--- config.mk ---
export PLATFORM = sky130hd
export DESIGN_NAME = run_stop_arbiter_flat
export DESIGN_NICKNAME = d
export VERILOG_FILES = /design/src/rtl/run_stop_arbiter_if.sv /design/src/rtl/run_stop_arbiter.sv /design/src/flat_wrapper.sv
export SDC_FILE = /design/constraint.sdc
export NUM_CORES = 1
export LEC_CHECK = 0
export ABC_AREA = 1
export BUFFER_PORTS_ARGS = -buffer_cell sky130_fd_sc_hd__buf_2
export CORE_UTILIZATION = 60
export CTS_BUF_LIST = sky130_fd_sc_hd__clkbuf_2 sky130_fd_sc_hd__clkbuf_4 sky130_fd_sc_hd__clkbuf_8
export DETAILED_ROUTE_END_ITERATION = 10
export HOLD_SLACK_MARGIN = 0.15
export PLACE_DENSITY = 0.93
export SYNTH_ARGS = -nofsm -noshare
export SYNTH_HDL_FRONTEND = slang
export SYNTH_SLANG_ARGS = --single-unit
--- constraint.sdc ---
create_clock -name i_clk -period 4 [get_ports i_clk]
set_input_delay 0.4 -clock i_clk [delete_from_list [all_inputs] [get_ports i_clk]]
set_output_delay 0.4 -clock i_clk [all_outputs]
set_load 0.005 [all_outputs]
--- src/rtl/run_stop_arbiter_if.sv ---
// Shared types and the producer/consumer bundle of run_stop_arbiter.
// The master side drives the requests and downstream ready; the slave side is the arbiter.
package run_stop_arbiter_pkg;
  typedef enum logic [1:0] {
    IDLE = 2'd0,
    RUN  = 2'd1,
    STOP = 2'd2
  } state_t;

  typedef struct packed {
    logic [7:0] field1;
    int         field2;
  } my_struct_t;
endpackage

interface run_stop_arbiter_if;
  import run_stop_arbiter_pkg::*;

  logic        i_start;
  logic        i_stop;
  logic [1:0]  i_req_valid;
  logic [15:0] i_req_data;
  logic [1:0]  o_req_ready;
  logic        o_valid;
  logic        i_ready;
  my_struct_t  o_i;
  state_t      o_h;
  logic        o_grant;

  modport master (
    output i_start, i_stop, i_req_valid, i_req_data, i_ready,
    input  o_req_ready, o_valid, o_i, o_h, o_grant
  );

  modport slave (
    input  i_start, i_stop, i_req_valid, i_req_data, i_ready,
    output o_req_ready, o_valid, o_i, o_h, o_grant
  );
endinterface

--- src/rtl/run_stop_arbiter.sv ---
// Two-requester burst arbiter feeding a single registered output beat,
// gated by an IDLE/RUN/STOP run-control FSM; each beat carries a 32-bit sequence number.
module run_stop_arbiter
  import run_stop_arbiter_pkg::*;
#(
  parameter int unsigned BURST_LEN = 4
) (
  input logic               i_clk,
  input logic               i_rst_n,
  run_stop_arbiter_if.slave bus
);

  localparam logic [3:0] BCNT_LAST = 4'(BURST_LEN - 1);

  logic [31:0] seq;
  logic [3:0]  bcnt;
  logic        free;
  logic        run_free;
  logic        accept;
  logic        other;
  logic [7:0]  sel_byte;

  always_comb begin
    free     = !bus.o_valid || bus.i_ready;
    run_free = (bus.o_h == RUN) && free;
    other    = ~bus.o_grant;
    accept   = run_free && bus.i_req_valid[bus.o_grant];
    sel_byte = bus.o_grant ? bus.i_req_data[15:8] : bus.i_req_data[7:0];
    bus.o_req_ready = {run_free && bus.o_grant, run_free && !bus.o_grant};
  end

  always_ff @(posedge i_clk or negedge i_rst_n) begin
    if (!i_rst_n) begin
      bus.o_h     <= IDLE;
      bus.o_valid <= 1'b0;
      bus.o_i     <= '0;
      bus.o_grant <= 1'b0;
      seq         <= '0;
      bcnt        <= '0;
    end else begin
      // Output register: load on accept, clear when consumed, hold while stalled.
      if (accept) begin
        bus.o_i     <= '{field1: sel_byte, field2: int'(seq)};
        bus.o_valid <= 1'b1;
        seq         <= seq + 32'd1;
      end else if (free) begin
        bus.o_valid <= 1'b0;
      end

      case (bus.o_h)
        IDLE: begin
          if (!bus.i_stop && bus.i_start) bus.o_h <= RUN;
        end
        RUN: begin
          if (bus.i_stop) bus.o_h <= STOP;
          // Arbitration still runs on the stop cycle so a last accept is counted.
          if (accept) begin
            if (bcnt == BCNT_LAST) begin
              if (bus.i_req_valid[other]) bus.o_grant <= other;
              bcnt <= '0;
            end else begin
              bcnt <= bcnt + 4'd1;
            end
          end else if (!bus.i_req_valid[bus.o_grant] && bus.i_req_valid[other]) begin
            bus.o_grant <= other;
            bcnt        <= '0;
          end
        end
        STOP: begin
          if (free) bus.o_h <= IDLE;
        end
        default: bus.o_h <= IDLE;
      endcase
    end
  end

endmodule
--- src/flat_wrapper.sv ---
// flat-port wrapper written by rule: the top's interface ports become plain ports
module run_stop_arbiter_flat import run_stop_arbiter_pkg::*;
#(
  parameter int unsigned BURST_LEN = 4
)
  (i_clk, i_rst_n, bus_i_start, bus_i_stop, bus_i_req_valid, bus_i_req_data, bus_i_ready, bus_o_req_ready, bus_o_valid, bus_o_i, bus_o_h, bus_o_grant);
  run_stop_arbiter_if bus_i ();
  input logic i_clk;
  input logic i_rst_n;
  input wire logic [$bits(bus_i.i_start)-1:0] bus_i_start;
  input wire logic [$bits(bus_i.i_stop)-1:0] bus_i_stop;
  input wire logic [$bits(bus_i.i_req_valid)-1:0] bus_i_req_valid;
  input wire logic [$bits(bus_i.i_req_data)-1:0] bus_i_req_data;
  input wire logic [$bits(bus_i.i_ready)-1:0] bus_i_ready;
  output wire logic [$bits(bus_i.o_req_ready)-1:0] bus_o_req_ready;
  output wire logic [$bits(bus_i.o_valid)-1:0] bus_o_valid;
  output wire logic [$bits(bus_i.o_i)-1:0] bus_o_i;
  output wire logic [$bits(bus_i.o_h)-1:0] bus_o_h;
  output wire logic [$bits(bus_i.o_grant)-1:0] bus_o_grant;
  assign bus_i.i_start = bus_i_start;
  assign bus_i.i_stop = bus_i_stop;
  assign bus_i.i_req_valid = bus_i_req_valid;
  assign bus_i.i_req_data = bus_i_req_data;
  assign bus_i.i_ready = bus_i_ready;
  assign bus_o_req_ready = bus_i.o_req_ready;
  assign bus_o_valid = bus_i.o_valid;
  assign bus_o_i = bus_i.o_i;
  assign bus_o_h = bus_i.o_h;
  assign bus_o_grant = bus_i.o_grant;
  run_stop_arbiter #(.BURST_LEN(BURST_LEN)) u_core (.i_clk(i_clk), .i_rst_n(i_rst_n), .bus(bus_i));
endmodule
* After elaboration in Yosys (flattened, before gate mapping) *
Index checks and enable logic that the tools add are counted.

operators by class
  add/subtract/negate cells = 2
  reduce and logical (&&, ||, !) cells = 17
  magnitude comparators = 2
  equal/unequal tests = 8
  multiplexer cells = 18
  bitwise operators = 1

operators with widths
  cell                   count
  $add 32x1->32 const B  1
  $mux 4                 3
  $mux 1                 10
  $mux 8                 1
  $logic_and 1x1->1      6
  $mux 2                 3
  $ne 2x2->1 const B     3
  $pmux 2 s3             1
  $add 4x1->4 const B    1
  $eq 4x2->1 const B     1
  $logic_not 1->1        4
  $lt 1x2->1 const B     2
  $ne 2x1->1 const B     2
  $reduce_and 4->1       1
  $reduce_bool 2->1      2
  $reduce_and 3->1       1
  $eq 2x1->1 const B     1
  $eq 2x2->1 const B     1
  $logic_not 2->1        1
  $reduce_and 2->1       1
  $logic_or 1x1->1       1
  $not 1->1              1

word-level totals
  flip-flop bits (word level) = 80
  bits of input ports = 23
  output and inout bits = 46
  word-level logic and storage cells = 55

* Depth between registers and ports, before layout *
Gate-level depths: netlist of run 1.

  word-level depth = 6
  gate-level depth with buffers = 10
  depth with buffers taken out = 10

* Worst setup path after synthesis of run 1 *
Ideal clock, no wire load.

  path type = register to register
  from = reg u_core.seq[1]
  to = reg u_core.seq[26]
  buffers on the path = 0
  clock period less this slack = 1377 ps
  arrival = 1260 ps
  setup time = 117 ps
  cell stages (with the launch flop) = 11
  required time = 3883 ps
  slack = 2623 ps
  cells stage by stage = dfrtp_1 > ha_1 > inv_1 > nor2_1 > nand2_1 > inv_1 > nand2_1 > nor2_4 > nand3_1 > nand2_1 > nand2_1

between the ends
  cells in the longest elaborated chain, start to end = 1

ends and longest elaborated chain
  what                    RTL line                RTL
  from (decl)             run_stop_arbiter.sv:15  logic [31:0] seq;
  from (signal assigned)  run_stop_arbiter.sv:45  seq <= seq + 32'd1;
  $add 32x1->32           run_stop_arbiter.sv:45

No other way between the ends.
A chain may end at the register's enable or synchronous reset.

* Worst setup path in the final report of run 1 *
  from = reg u_core.bus.o_grant
  to = reg u_core.seq[20]

between the ends
  cells in the longest elaborated chain, start to end = 3

ends and longest elaborated chain
  what                                       RTL line                   RTL
  from (decl)                                run_stop_arbiter_if.sv:37  output o_req_ready, o_valid, o_i, o_h, o_grant
  from (signal assigned)                     run_stop_arbiter.sv:59     if (bus.i_req_valid[other]) bus.o_grant <= other;
  from (signal assigned)                     run_stop_arbiter.sv:65     bus.o_grant <= other;
  $mux 1 (implied by the code) (2 in a row)  run_stop_arbiter.sv:27     accept = run_free && bus.i_req_valid[bus.o_grant];
  $logic_and 1x1->1                          run_stop_arbiter.sv:27

No other way between the ends. The select of a mux whose other input is x is not followed.

==> flow_summary.toml, run 1 <==
[status]
status = "finished clean"

[yosys]
synth_edf_count = 0
avgSynthCellArea_sq_um = 8.02
ys_ff_latch = 80
yosysSeqAreaShare_pct = 53.0
yosysMostFrequentCell = "nand2_1"
synthTopCellsByCount = "167 x nand2_1, 80 x dfrtp_1, 52 x inv_1, 41 x nor2_1, 35 x o21ai_0"
yosys.area.top_type = "dfrtp_1"
yosys.area.top_type_share_pct = 53.0
syn_nets = 496
synth.yosys.warnings = 0
synthTopCellsByArea = "dfrtp_1 53%, nand2_1 17%, inv_1 5.2%, o21ai_0 4.6%, nor2_1 4.1%"
async_flop_share_pct = 100
synth.cell_area_sq_um = 3780
ys_types = 22
syn-instance-count = 471
ys.flop_type = "dfrtp_1"

[global_routing]
grt_max_degree = 81
antenna_found_initial = 0
grt_pass1_vias = 3204
grt_overflow = 0
grtUsageTotal_pct = 29.5
grt_pass1_wl_um = 14600

[floorplanning]
dieArea_sq_um = 6610
initial_core_util_pct = 63.0
io_pins = 69
die_x_um = 81.3
core_area_sq_um = 5990
core.rowCount = 28
die_y_um = 81.3

[drt]
wl_per_cell_um = 14.4
vias = 3407
drtIter0Drc = 349
drcViolationCount = 0
vias_per_cell = 5.52
drt.antenna.violating_nets = 0
firstDrtPassIters = 5
finalWirelength_um = 8890

[timing]
fmax_mhz = 375
clock_skew_ns = 0.00957
finalSetupViolCount = 0
tns_ns = 0
fin_crit_ns = 2.67
slew_headroom_pct = 31.5
fin_crit_sh_pct = 66.7
worst_pin_slew_ns = 1.02
grt_setup_unrepaired = "no"
hold_viol_final = 0
slew_viol_final = 0

[power]
ir_worst_vdd_mv = 0.350
power.density_nw_per_um2 = 550
p_leak_nw = 2.28
total_power_mw = 2.41

[setup_path]
endpoint_kind = "register"
r2r_slack_ns = 1.33
rr_worst_depth = 6
r2r_start = "u_core.bus.o_grant"
worstPathArrival_ns = 2.89
crit_fanout = 66
path_class = "reg -> reg"
worstPathRequired_ns = 4.23
critPathLaunchType = "register"
reg2reg_to = "u_core.seq[20]"

[layout]
fillers = 401
multi_input_area_sq_um = 1510
post-route-util_pct = 73.1
antenna_cells = 0
drive_gt1_share_pct = 17.5
layout.nets = 562
ff_latch_area_sq_um = 2000
stdcell_count = 617
area_growth_pct = 16.0

[place]
routabilityCongestion = 0.905
port_buffers = 68
place_inst = 601
hpwl_um = 5870

[clocking]
clock_tree.buffer_depth = 2
cts_tree = "done"
htreeDepth = 3
post_cts_buffers = 0
clkLatencyLatePin_ns = 0.36
cts_buffers = 9
cts_hold_buf = 0
clockRootBuffer = "clkbuf_8"
clk_pin_slew_worst_paths_ns = 0.08
cts_resized = 0
clock-sinks = 80

[flow_run]
drv_cap = 0

[worst_hold_path]
hold_path.class = "in -> async"
## worst max path at each step
stage | endpoint | cells past startpoint | start
final | u_core.seq[20] | 6 | u_core.bus.o_grant
after global routing | u_core.seq[20] | 7 | u_core.bus.o_grant
after CTS | u_core.seq[20] | 6 | u_core.bus.o_grant
after detailed placement | u_core.bcnt[0] | 6 | u_core.bus.o_grant
after global placement | u_core.bcnt[3] | 6 | u_core.bus.o_grant
after floorplan | u_core.seq[26] | 10 | u_core.seq[1]
## cell usage in the layout, fill, tap and decap left out
cell,synthesis,layout
nand3_1,23,23
inv_2,2,2
nand4_1,15,15
nor2_4,3,3
nor2_8,1,1
nand2_2,1,2
and2_1,1,1
dfrtp_1,80,80
clkbuf_4,0,1
xnor2_1,2,2
buf_4,0,1
nor3_1,4,4
bufinv_16,0,2
buf_2,9,67
xor2_1,15,15
inv_1,52,52
o211ai_1,1,1
nor2_1,41,41
clkbuf_8,0,10
clkinv_2,0,1
nor2_2,3,3
o21ai_0,35,35
ha_1,2,2
clkinvlp_4,0,2
o21ai_1,2,2
nand2_1,167,166
a31oi_1,8,8
## worst max-delay path, stage by stage, from the launching register on
cell     delay (ns)
dfrtp_1        0.57
o21ai_0        0.33
nand2_2        0.62
nor2_1         0.47
nand2_1        0.15
o21ai_0        0.27
nand2_1        0.10
## metrics by stage
| step | worst slack (ns) | instance area, sq um | hold WS (ns) |
|---|---|---|---|
| 6_report | 1.33 | 4380 | 0.192 |
| 2_1_floorplan | 2.62 | 3780 | 0.104 |
| 5_1_grt | 1.05 | 4380 | 0.292 |
| 3_5_place_dp | 1.56 | 4160 | 0.461 |
| 3_3_place_gp | 1.65 | 4160 | 0.456 |
| 4_1_cts | 1.40 | 4380 | 0.231 |
## routing by layer
layer	share of wire (%)	up-vias	GRT usage, %
met5	0	-	0
met4	3.7	0	16.1
met3	5.6	46	4.49
met2	48	161	47.3
met1	43	1587	38.3
li1	-	1613	-
## final cells by class
class                   count  area share [%]
well taps                  75            2.14
inverters                  54            4.63
multi-input cells         324            34.6
clock inverters             5            1.83
clock buffers              11            3.31
flip-flops and latches     80            45.7
repair buffers             68            7.83
## where the power goes
part | internal, mW | switching [mW] | total [mW]
Clock | 0.374 | 0.297 | 0.672
Combinational | 0.244 | 0.351 | 0.595
Sequential | 0.993 | 0.150 | 1.14
Total | 1.61 | 0.798 | 2.41
## registers in the layout, indices dropped and copies added (netlist names)
name	flops
u_core.bus.o_i	40
u_core.bus.o_h	2
u_core.seq	32
u_core.bcnt	4
u_core.bus.o_grant	1
u_core.bus.o_valid	1
## cell families after synthesis
kind of cell,Yosys count,share of synthesized area (%)
buffers and inverters,67,6.96
and+or+nand+nor,259,29.0
AOI/OAI and AO/OA,46,6.43
xor gates and xnor gates,17,3.94
adders and majority gates,2,0.663
DFF,80,53.0
Power figures use the tool's default switching activity.
==> run 2: changes to the inputs <==
- CORE_UTILIZATION: 60 -> 52
- PLACE_DENSITY: 0.93 -> 0.86
- clock period: 4 -> 2.31 ns (I/O delays scaled with it)
==> flow_summary.toml, run 2 (synthesis gave the netlist of run 1 again) <==
[setup_path]
worstPathArrival_ns = 2.22
endpoint_kind = "register"
path_class = "reg -> reg"
crit_fanout = 22
critPathLaunchType = "register"
worstPathRequired_ns = 2.54

[power]
power_switching_mw = 1.34
power.density_nw_per_um2 = 876
ir_worst_vdd_mv = 0.378
internal-power_mw = 2.67
p_seq_share_pct = 49.5
swShare_pct = 33.4
p_leak_nw = 2.36
p_comb_share_pct = 26.9
pwr-share-clk_pct = 23.6

[drt]
drt.antenna.violating_nets = 0
drcViolationCount = 0
vias = 3422
firstDrtPassIters = 5
vias_per_cell = 5.19
drtIter0Drc = 258
finalWirelength_um = 9050
wl_per_cell_um = 13.7

[floorplanning]
initial_core_util_pct = 54.7
core.rowCount = 30
core_area_sq_um = 6910
dieArea_sq_um = 7610
io_pins = 69
die_y_um = 87.2
die_x_um = 87.2

[global_routing]
grt_pass1_wl_um = 15100
grtUsageTotal_pct = 26.6
antenna_found_initial = 1
grt_overflow = 0
grt_pass1_vias = 3212
grt_max_degree = 50

[timing]
worst_pin_slew_ns = 0.629
hold_viol_final = 0
tns_ns = 0
grt_setup_unrepaired = "no"
fmax_mhz = 503
finalSetupViolCount = 0
fin_crit_ns = 1.99
slew_viol_final = 0
clock_skew_ns = 0.00614
fin_crit_sh_pct = 86.1
slew_headroom_pct = 58.1

[clocking]
clock-sinks = 80
clkLatencyLatePin_ns = 0.35
clockRootBuffer = "clkbuf_8"
cts_tree = "done"
cts_buffers = 9
clk_pin_slew_worst_paths_ns = 0.07
htreeDepth = 3
clock_tree.buffer_depth = 2

[place]
place_area_sq_um = 4230
port_buffers = 68
routabilityCongestion = 0.960
hpwl_um = 6190

[layout]
fin_area_sq_um = 4580
regMostFlops = "u_core.bus.o_i"
largest_reg_flops = 40
final_common_cell = "nand2_1"
fillers = 563
area_growth_pct = 21.2
layout_common_cells = "166 x nand2_1, 79 x dfrtp_1, 67 x buf_2"
reg.largest.list = "u_core.bus.o_i: 40 flops, u_core.seq: 32 flops, u_core.bcnt: 4 flops"
drive_gt1_share_pct = 17.8
layout.nets = 583

[status]
status = "finished clean"

[flow_run]
drv_cap = 0

[worst_hold_path]
hold_path.class = "in -> reg"
run 2: worst paths after layout:
path                                       to  slack [ns]               start  cells past startpoint
setup / recovery               u_core.seq[22]        0.32  u_core.bus.o_grant                      9
hold / removal             u_core.bus.o_i[33]        0.16   bus_i_req_data[1]                      3
setup reg to reg               u_core.seq[22]        0.32  u_core.bus.o_grant                      9
hold reg to reg                u_core.seq[31]        0.47      u_core.seq[31]                      2
max in group asynchronous      u_core.seq[13]        1.26             i_rst_n                      3
min in group asynchronous   u_core.bus.o_h[1]        0.45             i_rst_n                      2
run 2: power groups by stage:
stage | sequential (mW) | combinational (mW) | clock, mW
6_report | 1.98 | 1.08 | 0.947
5_1_grt | 2.03 | 1.23 | 1.02
4_1_cts | 1.96 | 1.07 | 0.968
3_5_place_dp | 1.98 | 1.04 | 0
3_3_place_gp | 1.97 | 0.992 | 0
2_1_floorplan | 1.97 | 0.624 | 0
run 2: timing repair:
item | in CTS | in global routing
hold buffers | 16 | 0
buffers inserted | 0 | 0
hold endpoints to repair | 57 | 0
endpoints found under the setup margin | 0 | 2
resized for setup | 0 | 1
run 2: metrics by stage:
stage | setup WS (ns) | util, % | power, mW | hold slack [ns] | std cells
CTS | 0.203 | 66.2 | 4.00 | 0.152 | 658
global route | 0.119 | 66.3 | 4.27 | 0.164 | 659
global placement | 0.394 | 61.3 | 2.96 | 0.286 | 627
finish | 0.322 | 66.3 | 4.01 | 0.155 | 659
floorplan | 0.933 | - | 2.59 | -0.0646 | 471
detailed placement | 0.266 | 61.3 | 3.03 | 0.299 | 627
run 2: area by class of cell:
| cell class | count | area, sq um | share of cell area, % |
|---|---|---|---|
| multi-input cells | 324 | 1510 | 33.1 |
| flip-flops and latches | 80 | 2000 | 43.8 |
| diodes | 1 | 2.50 | 0.0547 |
| inverters | 54 | 203 | 4.43 |
| repair buffers | 89 | 553 | 12.1 |
| well taps | 96 | 120 | 2.62 |
| clock buffers | 15 | 181 | 3.96 |
run 2: worst max-delay path: stages, from the launching register on:
cell and delay (ns):
dfrtp_2 0.54, inv_2 0.16, nand2_1 0.09, nand2_1 0.12, nor2_8 0.32, nand2_1 0.16, nor2_4 0.19, nand3_1 0.10
nand2_1 0.11, nand2_1 0.08
run 2: layer usage:
layer | vias to the layer above | wire, um | track usage, %
met5 | - | 0 | 0
li1 | 1657 | - | -
met4 | 0 | 176 | 13.4
met3 | 13 | 396 | 4.74
met2 | 107 | 4400 | 42.2
met1 | 1645 | 4080 | 35.2
==> run 3: changes to the inputs <==
- RECOVER_POWER: unset -> 50
==> flow_summary.toml, run 3 (synthesis gave the netlist of run 1 again) <==
[timing]
fin_crit_ns = 1.99
hold_viol_final = 0
grt_setup_unrepaired = "no"
slew_viol_final = 0
tns_ns = 0
clock_skew_ns = 0.00766
fmax_mhz = 503
slew_headroom_pct = 20.3
worst_pin_slew_ns = 1.19
fin_crit_sh_pct = 86.1
finalSetupViolCount = 0
layout_setup_ws_ns = 0.321

[place]
routabilityCongestion = 0.960
port_buffers = 68
hpwl_um = 6190
post-place-ws_ns = 0.266

[power]
p_leak_nw = 2.28
power.density_nw_per_um2 = 880
p_seq_share_pct = 49.8
pwr-share-clk_pct = 23.9
p_comb_share_pct = 26.3
internal-power_mw = 2.64
ir_worst_vdd_mv = 0.382
swShare_pct = 33.8
power_switching_mw = 1.35

[floorplanning]
io_pins = 69
core_area_sq_um = 6910
initial_core_util_pct = 54.7
die_x_um = 87.2
dieArea_sq_um = 7610
core.rowCount = 30
die_y_um = 87.2

[setup_path]
crit_end = "u_core.seq[22]"
rr_worst_depth = 9
crit_fanout = 22
startpoint = "u_core.bus.o_grant"
path_class = "reg -> reg"
r2r_slack_ns = 0.32
critPathLaunchType = "register"
endpoint_kind = "register"
worstPathRequired_ns = 2.54
worstPathArrival_ns = 2.22
reg2reg_to = "u_core.seq[22]"
r2r_start = "u_core.bus.o_grant"

[clocking]
clock-sinks = 80
htreeDepth = 3
clockRootBuffer = "clkbuf_8"
clk_pin_slew_worst_paths_ns = 0.08
clkLatencyLatePin_ns = 0.35
cts_tree = "done"
cts_buffers = 9
post_cts_buffers = 0
clock_tree.buffer_depth = 2

[drt]
drtIter0Drc = 211
drcViolationCount = 0
drt.antenna.violating_nets = 0
vias_per_cell = 5.20
firstDrtPassIters = 6
vias = 3427
wl_per_cell_um = 13.8
finalWirelength_um = 9110

[global_routing]
grt_pass1_wl_um = 15100
grt_pass1_vias = 3212
grtUsageTotal_pct = 26.6
grt_overflow = 0
antenna_found_initial = 1
grt_max_degree = 50

[layout]
layout_common_cells = "166 x nand2_1, 79 x dfrtp_1, 52 x inv_1"
regMostFlops = "u_core.bus.o_i"
reg.largest.list = "u_core.bus.o_i: 40 flops, u_core.seq: 32 flops, u_core.bcnt: 4 flops"
fillers = 581
final_common_cell = "nand2_1"
largest_reg_flops = 40
ff_latch_area_sq_um = 2000
drive_gt1_share_pct = 13.9
multi_input_area_sq_um = 1510
layout.nets = 583
area_growth_pct = 20.1

[worst_hold_path]
hold_path.class = "in -> reg"

[status]
status = "finished clean"

[flow_run]
drv_cap = 0
## run 3: changes by cell type in the layout (fill, tap and decap cells not counted), sizes merged
cell,before,now
buf,73,52
clkbuf,15,36
## run 3: how the worst min path moves through the flow
stage                         endpoint  depth (start not counted)         startpoint  slack, ns
detailed placement   u_core.bus.o_h[1]                          1            i_rst_n       0.30
finish              u_core.bus.o_i[33]                          3  bus_i_req_data[1]       0.15
global placement     u_core.bus.o_h[0]                          1            i_rst_n       0.29
global route        u_core.bus.o_i[33]                          3  bus_i_req_data[1]       0.16
floorplan               u_core.bcnt[0]                          0            i_rst_n      -0.06
CTS                 u_core.bus.o_i[32]                          3  bus_i_req_data[8]       0.15
## run 3: critical path, cell delays in order, from the launching register on
cell	delay (ns)
dfrtp_2	0.54
inv_2	0.16
nand2_1	0.09
nand2_1	0.12
nor2_8	0.32
nand2_1	0.16
nor2_4	0.19
nand3_1	0.10
nand2_1	0.11
nand2_1	0.07
## run 3: final cells by class
class,count,share of cell area [%]
Multi-Input combinational cell,324,33.4
Antenna cell,1,0.0552
Tap cell,96,2.65
Inverter,54,4.47
Timing Repair Buffer,89,11.3
Clock buffer,15,4.00
Sequential cell,80,44.2
## run 3: power groups by stage
stage                     sequential (mW)  combinational (mW)  clock [mW]
after CTS                            1.96                1.07       0.968
after global routing                 2.03                1.20        1.02
final                                1.99                1.05       0.953
after floorplan                      1.97               0.624           0
after global placement               1.97               0.992           0
after detailed placement             1.98                1.04           0
## run 3: through the flow
stage               total power [mW]  util (%)  cells  hold WS [ns]  instance area (sq um)
global placement                2.96      61.3    627         0.286                   4230
detailed placement              3.03      61.3    627         0.299                   4230
CTS                             4.00      66.2    658         0.152                   4570
finish                          3.99      65.7    659         0.152                   4530
global route                    4.25      65.7    659         0.164                   4530
floorplan                       2.59         -    471       -0.0646                   3780
## run 3: layer usage
layer | up-vias | GRT usage (%) | part of all wire, %
met5 | - | 0 | 0
met4 | 0 | 13.4 | 2.3
met3 | 22 | 4.74 | 5.1
met2 | 104 | 42.2 | 48
met1 | 1645 | 35.2 | 45
li1 | 1656 | - | -
## run 3: timing repair
action,CTS,global route
endpoints found under the hold margin,57,0
endpoints found under the setup margin,0,2
resized for setup,0,1
hold buffers,16,0
